[src/rtl/dma_engine.sv]
// dma_engine: memory-to-memory copy and destination pattern self-test engine fed by the APB config slave
module dma_engine #(
    parameter int REG_DATA_WIDTH = 32,
    parameter int MEM_ADDR_WIDTH = 16,
    parameter int MEM_DATA_WIDTH = 32,
    parameter int MODE           = 2
) (
    input  logic                        clk,
    input  logic                        reset,
    input  logic [REG_DATA_WIDTH-1:0]   in_src_addr,
    input  logic [REG_DATA_WIDTH-1:0]   in_dest_addr,
    input  logic [REG_DATA_WIDTH-1:0]   in_transfer_size,
    input  logic [MODE-1:0]             in_mode,
    input  logic                        in_mem_sel,
    output logic                        out_status_update,
    output logic                        out_led_update,
    output logic [1:0]                  out_led,
    output logic                        out_mem0_en,
    output logic                        out_mem0_we,
    output logic [MEM_ADDR_WIDTH-3:0]   out_mem0_addr,
    output logic [MEM_DATA_WIDTH-1:0]   out_mem0_wdata,
    input  logic [MEM_DATA_WIDTH-1:0]   in_mem0_rdata,
    output logic                        out_mem1_en,
    output logic                        out_mem1_we,
    output logic [MEM_ADDR_WIDTH-3:0]   out_mem1_addr,
    output logic [MEM_DATA_WIDTH-1:0]   out_mem1_wdata,
    input  logic [MEM_DATA_WIDTH-1:0]   in_mem1_rdata
);
    localparam int AW = MEM_ADDR_WIDTH - 2;

    typedef enum logic [2:0] {IDLE, RD, WR, TW, TR, TC, DONE, HOLD} state_t;

    state_t                    state, state_nx;
    logic [AW-1:0]             src_base, dst_base, src_addr, dst_addr;
    logic [REG_DATA_WIDTH-1:0] cnt, idx;
    logic                      sel, err, last, src_en, dst_en, dst_we;
    logic [MEM_DATA_WIDTH-1:0] src_rdata, dst_rdata, dst_wdata, pat;
    logic                      unused;

    // only the in-memory word-index bits of the byte addresses matter
    assign unused    = ^{in_src_addr[REG_DATA_WIDTH-1:MEM_ADDR_WIDTH], in_src_addr[1:0],
                         in_dest_addr[REG_DATA_WIDTH-1:MEM_ADDR_WIDTH], in_dest_addr[1:0]};
    assign last      = idx == cnt - REG_DATA_WIDTH'(1);
    assign pat       = MEM_DATA_WIDTH'({16'hA5A5, idx[15:0]});
    assign src_rdata = sel ? in_mem1_rdata : in_mem0_rdata;
    assign dst_rdata = sel ? in_mem0_rdata : in_mem1_rdata;

    // state register
    always_ff @(posedge clk or negedge reset) begin
        if (!reset) state <= IDLE;
        else        state <= state_nx;
    end

    // next-state logic; HOLD waits for mode to drop so a stale mode cannot retrigger
    always_comb begin
        state_nx = state;
        case (state)
            IDLE: if (in_mode != '0)
                      state_nx = (in_mode == '1 || in_transfer_size == '0) ? DONE :
                                 (in_mode == MODE'(1)) ? RD : TW;
            RD:   state_nx = WR;
            WR:   state_nx = last ? DONE : RD;
            TW:   state_nx = last ? TR : TW;
            TR:   state_nx = TC;
            TC:   state_nx = last ? DONE : TR;
            DONE: state_nx = HOLD;
            HOLD: state_nx = (in_mode == '0) ? IDLE : HOLD;
            default: state_nx = IDLE;
        endcase
    end

    // transfer context: latched at start, word offset advances per word, sticky error
    always_ff @(posedge clk or negedge reset) begin
        if (!reset) begin
            src_base <= '0;
            dst_base <= '0;
            cnt      <= '0;
            idx      <= '0;
            sel      <= 1'b0;
            err      <= 1'b0;
        end else if (state == IDLE) begin
            if (in_mode != '0) begin
                src_base <= in_src_addr[MEM_ADDR_WIDTH-1:2];
                dst_base <= in_dest_addr[MEM_ADDR_WIDTH-1:2];
                cnt      <= in_transfer_size;
                idx      <= '0;
                sel      <= in_mem_sel;
                err      <= in_mode == '1;
            end
        end else if (state == WR || state == TW) begin
            idx <= (state == TW && last) ? '0 : idx + REG_DATA_WIDTH'(1);
        end else if (state == TC) begin
            err <= err | (dst_rdata != pat);
            idx <= idx + REG_DATA_WIDTH'(1);
        end
    end

    // outputs: logical src/dst ports steered onto the physical memories by the latched select
    always_comb begin
        src_en            = state == RD;
        dst_en            = state == WR || state == TW || state == TR;
        dst_we            = state == WR || state == TW;
        src_addr          = src_en ? src_base + idx[AW-1:0] : '0;
        dst_addr          = dst_en ? dst_base + idx[AW-1:0] : '0;
        dst_wdata         = (state == WR) ? src_rdata : (state == TW) ? pat : '0;
        out_status_update = state == DONE;
        out_led_update    = state == DONE;
        out_led           = (state != DONE) ? 2'b00 : err ? 2'b10 : 2'b01;
        out_mem0_en       = sel ? dst_en : src_en;
        out_mem0_we       = sel ? dst_we : 1'b0;
        out_mem0_addr     = sel ? dst_addr : src_addr;
        out_mem0_wdata    = sel ? dst_wdata : '0;
        out_mem1_en       = sel ? src_en : dst_en;
        out_mem1_we       = sel ? 1'b0 : dst_we;
        out_mem1_addr     = sel ? src_addr : dst_addr;
        out_mem1_wdata    = sel ? '0 : dst_wdata;
    end
endmodule

[config.mk]
export PLATFORM = sky130hd
export DESIGN_NAME = dma_engine
export DESIGN_NICKNAME = d
export VERILOG_FILES = /design/src/rtl/dma_engine.sv
export SDC_FILE = /design/constraint.sdc
export NUM_CORES = 1
export LEC_CHECK = 0
export ABC_AREA = 1
export BUFFER_PORTS_ARGS = -buffer_cell sky130_fd_sc_hd__buf_2
export CORE_AREA = 2 2 133 135
export CTS_CLUSTER_SIZE = 8
export DETAILED_ROUTE_END_ITERATION = 8
export DIE_AREA = 0 0 135 137
export PLACE_DENSITY = 0.88
export SKIP_LAST_GASP = 1
export SYNTH_ARGS = -nofsm -noshare
export SYNTH_HDL_FRONTEND = slang
export SYNTH_SLANG_ARGS = --single-unit
[constraint.sdc]
create_clock -name clk -period 3.05 [get_ports clk]
set_clock_uncertainty 0.1 [all_clocks]
set_input_delay 0 -clock clk [delete_from_list [all_inputs] [get_ports clk]]
set_output_delay 0 -clock clk [all_outputs]
set_load 0.03 [all_outputs]
# After elaboration in Yosys (flattened, before gate mapping)
# Cells that the tools add are included.
# W data, S select, Z words.
# classes
add_sub_neg	4
n_eq_ne	14
n_mux	33
bitwise_logic	1
reduce_logical	13
# ops
operator	count
$mux W32	11
$mux W14	4
$add A32 B1 Y32 const B	1
$eq A32 B32 Y1	1
$logic_not A32 Y1	1
$ne A32 B32 Y1	1
$sub A32 B1 Y32 const B	1
$add A14 B14 Y14	2
$pmux W3 S8	1
$mux W3	5
$eq A3 B3 Y1 const B	4
$mux W1	8
$mux W2	4
$eq A3 B2 Y1 const B	2
$ne A2 B1 Y1 const B	2
$reduce_and A2 Y1	2
$reduce_bool A2 Y1	2
$eq A3 B1 Y1 const B	1
$logic_not A3 Y1	1
$logic_or A1 B1 Y1	3
$ne A3 B3 Y1 const B	1
$reduce_and A3 Y1	1
$reduce_bool A3 Y1	1
$eq A2 B1 Y1 const B	1
other kinds (4)	4
# word_totals
reg_bits	97
input_bits	165
output_inout_bits	100
elab_cells	72

# Depth between registers and ports, before layout
# logic_depth
ltp_word	6
depth_mapped	18
depth_no_buf	17

# Worst setup path after synthesis
# No wires, ideal clock.
# synth_timing
kind	register to output
start	reg idx[0]
end	out out_mem0_addr[10]
arrival_ns	2.523
required_time_ns	2.950
slack_ns	0.427
stages_incl_launch_ff	13
n_path_buf	0
path_cell_list	dfrtp_1 ha_1 fa_1 nand3_1 nand2_1 nand2_1 nand2_1 a21oi_1 o21ai_0 a21oi_1 or2_2 nand3_1 mux2i_1
# synth_via
elab_chain_len	3
elab_cells_between_ends	5
cone_classes	2 x add/sub; 3 x mux
# synth_rtl
item	line	source
from (decl)	35	logic [REG_DATA_WIDTH-1:0] cnt, idx;
from (signal assigned)	91	idx <= (state == TW && last) ? '0 : idx + REG_DATA_WIDTH'(1);
from (signal assigned)	94	idx <= idx + REG_DATA_WIDTH'(1);
$add A14 B14 Y14, on equally long branches	103, 104	
$mux W14, on equally long branches	103, 104	
$mux W14 (*)	111	out_mem0_addr = sel ? dst_addr : src_addr;
to (decl)	20	output logic [MEM_ADDR_WIDTH-3:0] out_mem0_addr,
# Mark *: on every way between the ends. The rest lies on a longest branch, timed or not.

# Worst setup path in the final report
# layout_timing
start	reg idx[3]
end	out out_mem0_addr[11]
# The elaborated chain is that of the path after synthesis.

==> metrics.md <==
| Metric | Value |
|---|---|
| Number of max-cap violations | `0` |
| Total number of vias | `10,600` |
| Worst R2R Path Depth | `15` |
| DR WL/cell | `17.9 um` |
| Async SR Flop Fraction | `1.00` |
| CP startpoint | `idx[3]` |
| Most frequent cell after synthesis | `nand2_1` |
| First-pass GRT wire length | `50,900 um` |
| H-tree depth | `3` |
| Post-layout minimum cycle time | `2.95 ns` |
| Setup TNS | `0 ns` |
| Most frequent cells after synthesis | `nand2_1, nor2_1, inv_1, o21ai_0, dfrtp_1` |
| Met3 Routed Length | `roughly 3200 um` |
| Initial Util | `0.528` |
| Dominant cell type by area after synthesis | `dfrtp_1` |
| Final hold violation count | `0` |
| Core ar. | `17,100 um^2` |
| Worst EP arrival | `approximately 2.9 ns` |
| Syn Inst Count | `about 1,400` |
| Gr ovfl total | `0` |
| I/O pin count | `265` |
| Drt total wl | `between 30,000 and 40,000 um` |
| Hold depth | `7` |
| Synth Flop Type | `dfrtp_1` |
| Worst Setup End Kind | `output pin` |
| Synthesized flop and latch total | `97` |
| Die area | `around 18,000 um^2` |
| Syn Nets | `1,564` |
| Max VDD drop | `0.997 mV` |
| Status | `completed` |
| Sink Count | `97` |
| Slew margin rel. | `0.310` |
| Slew at the pin closest to its max-slew limit | `1.03 ns` |
| Final Setup Violations | `0` |
| GPL Wtd Cong | `1.01` |
| Critical R2R Launch | `cnt[0]` |
| Number of routed nets with antenna violations | `0` |
| F_max | `roughly 0.34 GHz` |
| Routed vias/inst | `roughly 5.7` |
| Hold path start | `in_mem0_rdata[19]` |
| Pin count of the biggest net entering global routing | `102` |
| Detailed Route Iter0 Violations | `898` |
| TritonRoute pass-1 iters | `7` |
| FP Rows | `48` |
| Fin nets | `1,842` |
| Vias in the first global route | `~9,800` |
| Initial antenna violation count | `6` |
| Req. time, crit path | `2.95 ns` |
| Post-synthesis cell area | `9010 um^2` |
| # port buffers | `228` |
| Post-layout util | `0.671` |
| Ys Warns | `0` |
| Die H | `137 um` |
| Die Wd | `135 um` |
| Critical Path Start Type | `flop` |
| Clk buf depth | `2` |
| Top cell type's share of synthesized area | `0.269` |
| Register area share after synthesis | `0.269` |
| Uppermost layer routed | `met5` |
| Max FO, Critical Path | `5` |
| Filler cell count | `1,450` |
| CTS tree | `yes` |
| Clock buffer count from CTS | `9` |
| Pins Over Slew Limit | `0` |
| Leakage power | `about 5.9 nW` |
| # DRC | `0` |
| Hold crit path type | `in -> reg` |
| Clock insertion delay at the later pin of the skew report | `0.36 ns` |
| Tcrit/Tclk final | `0.966` |
| Total track usage | `0.357` |
| Top cells by area, synth | `dfrtp_1, nand2_1, nor2_1` |
| Critical path type | `reg -> out` |
| Met2 WL post-DR | `15,700 um` |
| Pwr Density | `around 1100 nW/um^2` |
| Count of cell types in the netlist | `49` |
| M1 WL | `12,400 um` |
| Number of enable flip-flop cells after synthesis | `0` |
| Post-detail-place hpwl | `approximately 25,000 um` |
| Mean Syn Cell Area | `6.58 um^2` |
| Share of cells above drive strength 1 | `0.217` |
| CTS clk-pin slew, worst paths | `~0.07 ns` |
| Area Overhead vs Synth | `27.0%` |
| Clock Root Buffer | `clkbuf_16` |
what timing repair did:
action                                  in CTS  in global routing
endpoints found under the hold margin      108                  0
buffers inserted                             0                  3
hold buffers                                65                  0
endpoints found under the setup margin       1                 11
pin swaps                                    0                  6
resized for setup                            1                 23
worst max-delay path, cell delays in order (launching register included):
cell and delay [ns]:
dfrtp_2 0.44, buf_4 0.17, ha_1 0.34, nand2_1 0.09, o21ai_0 0.24, nand2_1 0.12, nand3_1 0.16, a31o_2 0.20
o21ai_0 0.11, a21oi_2 0.23, nand2_1 0.07, o21ai_0 0.09, buf_2 0.22
metrics by stage:
stage                     setup WS (ns)  hold slack (ns)  power (mW)  area (um^2)  std cells
final                             0.105           0.0669        12.4        11500       1880
after global routing             -0.119            0.122        13.2        11400       1879
after CTS                       0.00746           0.0577        12.0        11400       1873
after detailed placement          0.321          -0.0516        10.8        10400       1793
after global placement            0.384          -0.0590        10.6        10400       1793
after floorplan                   0.427           -0.396        8.41         9010       1369
worst paths after layout:
kind	endpoint	slack (ns)
worst max-delay path	out_mem0_addr[11]	0.10
worst min-delay path	err	0.07
worst max register to register	idx[24]	0.26
worst min register to register	cnt[1]	0.42
max in group asynchronous	idx[10]	1.97
min in group asynchronous	cnt[9]	0.14
flip-flops by register name, summed over array words and instances, names as in the netlist:
signal,flops
state,3
err,1
cnt,32
src_base,14
idx,32
dst_base,14
sel,1
cells by family after synthesis:
logic type,share of synthesized area
flip-flops,0.269
buffers and inverters,0.0947
adder cells (fa/ha/maj),0.0433
AND/OR/NAND/NOR,0.342
AO/OA/AOI/OAI,0.133
XOR/XNOR,0.0744
multiplexers,0.0430
cell type report:
class,instances,area [um^2],area share
diodes,4,10.0,0.000874
flip-flops and latches,97,2430,0.213
well taps,225,282,0.0246
clock buffers,12,236,0.0207
repair buffers,323,2050,0.179
inverters,163,612,0.0534
multi-input cells,1053,5780,0.505
clock inverters,3,42.5,0.00372
routing by layer:
metal | vias to the layer above | track usage
li1 | 5051 | -
met5 | - | 0
met2 | 579 | 0.594
met1 | 4846 | 0.397
met3 | 152 | 0.104
met4 | 4 | 0.244
power breakdown:
group | switching [mW] | leakage (nW) | internal [mW]
Sequential | 0.895 | 1.22 | 1.89
Clock | 0.513 | 0.133 | 0.632
Combinational | 5.61 | 4.50 | 2.84
layout by cell type, fill, tap and decap left out, types with 11 or more instances in the layout:
cell type	netlist	routed
nor2_2	10	11
o21ai_0	100	95
nand3_1	68	68
nor4_1	13	13
nand3b_1	18	18
ha_1	28	27
mux2_2	30	30
dfrtp_1	97	91
buf_4	1	29
buf_2	4	225
nor2_1	191	190
o21ai_1	21	25
a21oi_1	53	50
nor3_1	21	21
nand4_1	34	34
xor2_1	58	58
xnor2_1	16	16
dlygate4sd3_1	0	65
nand2_1	313	311
inv_1	157	156
Note: power is estimated with default switching activity, not from simulation.
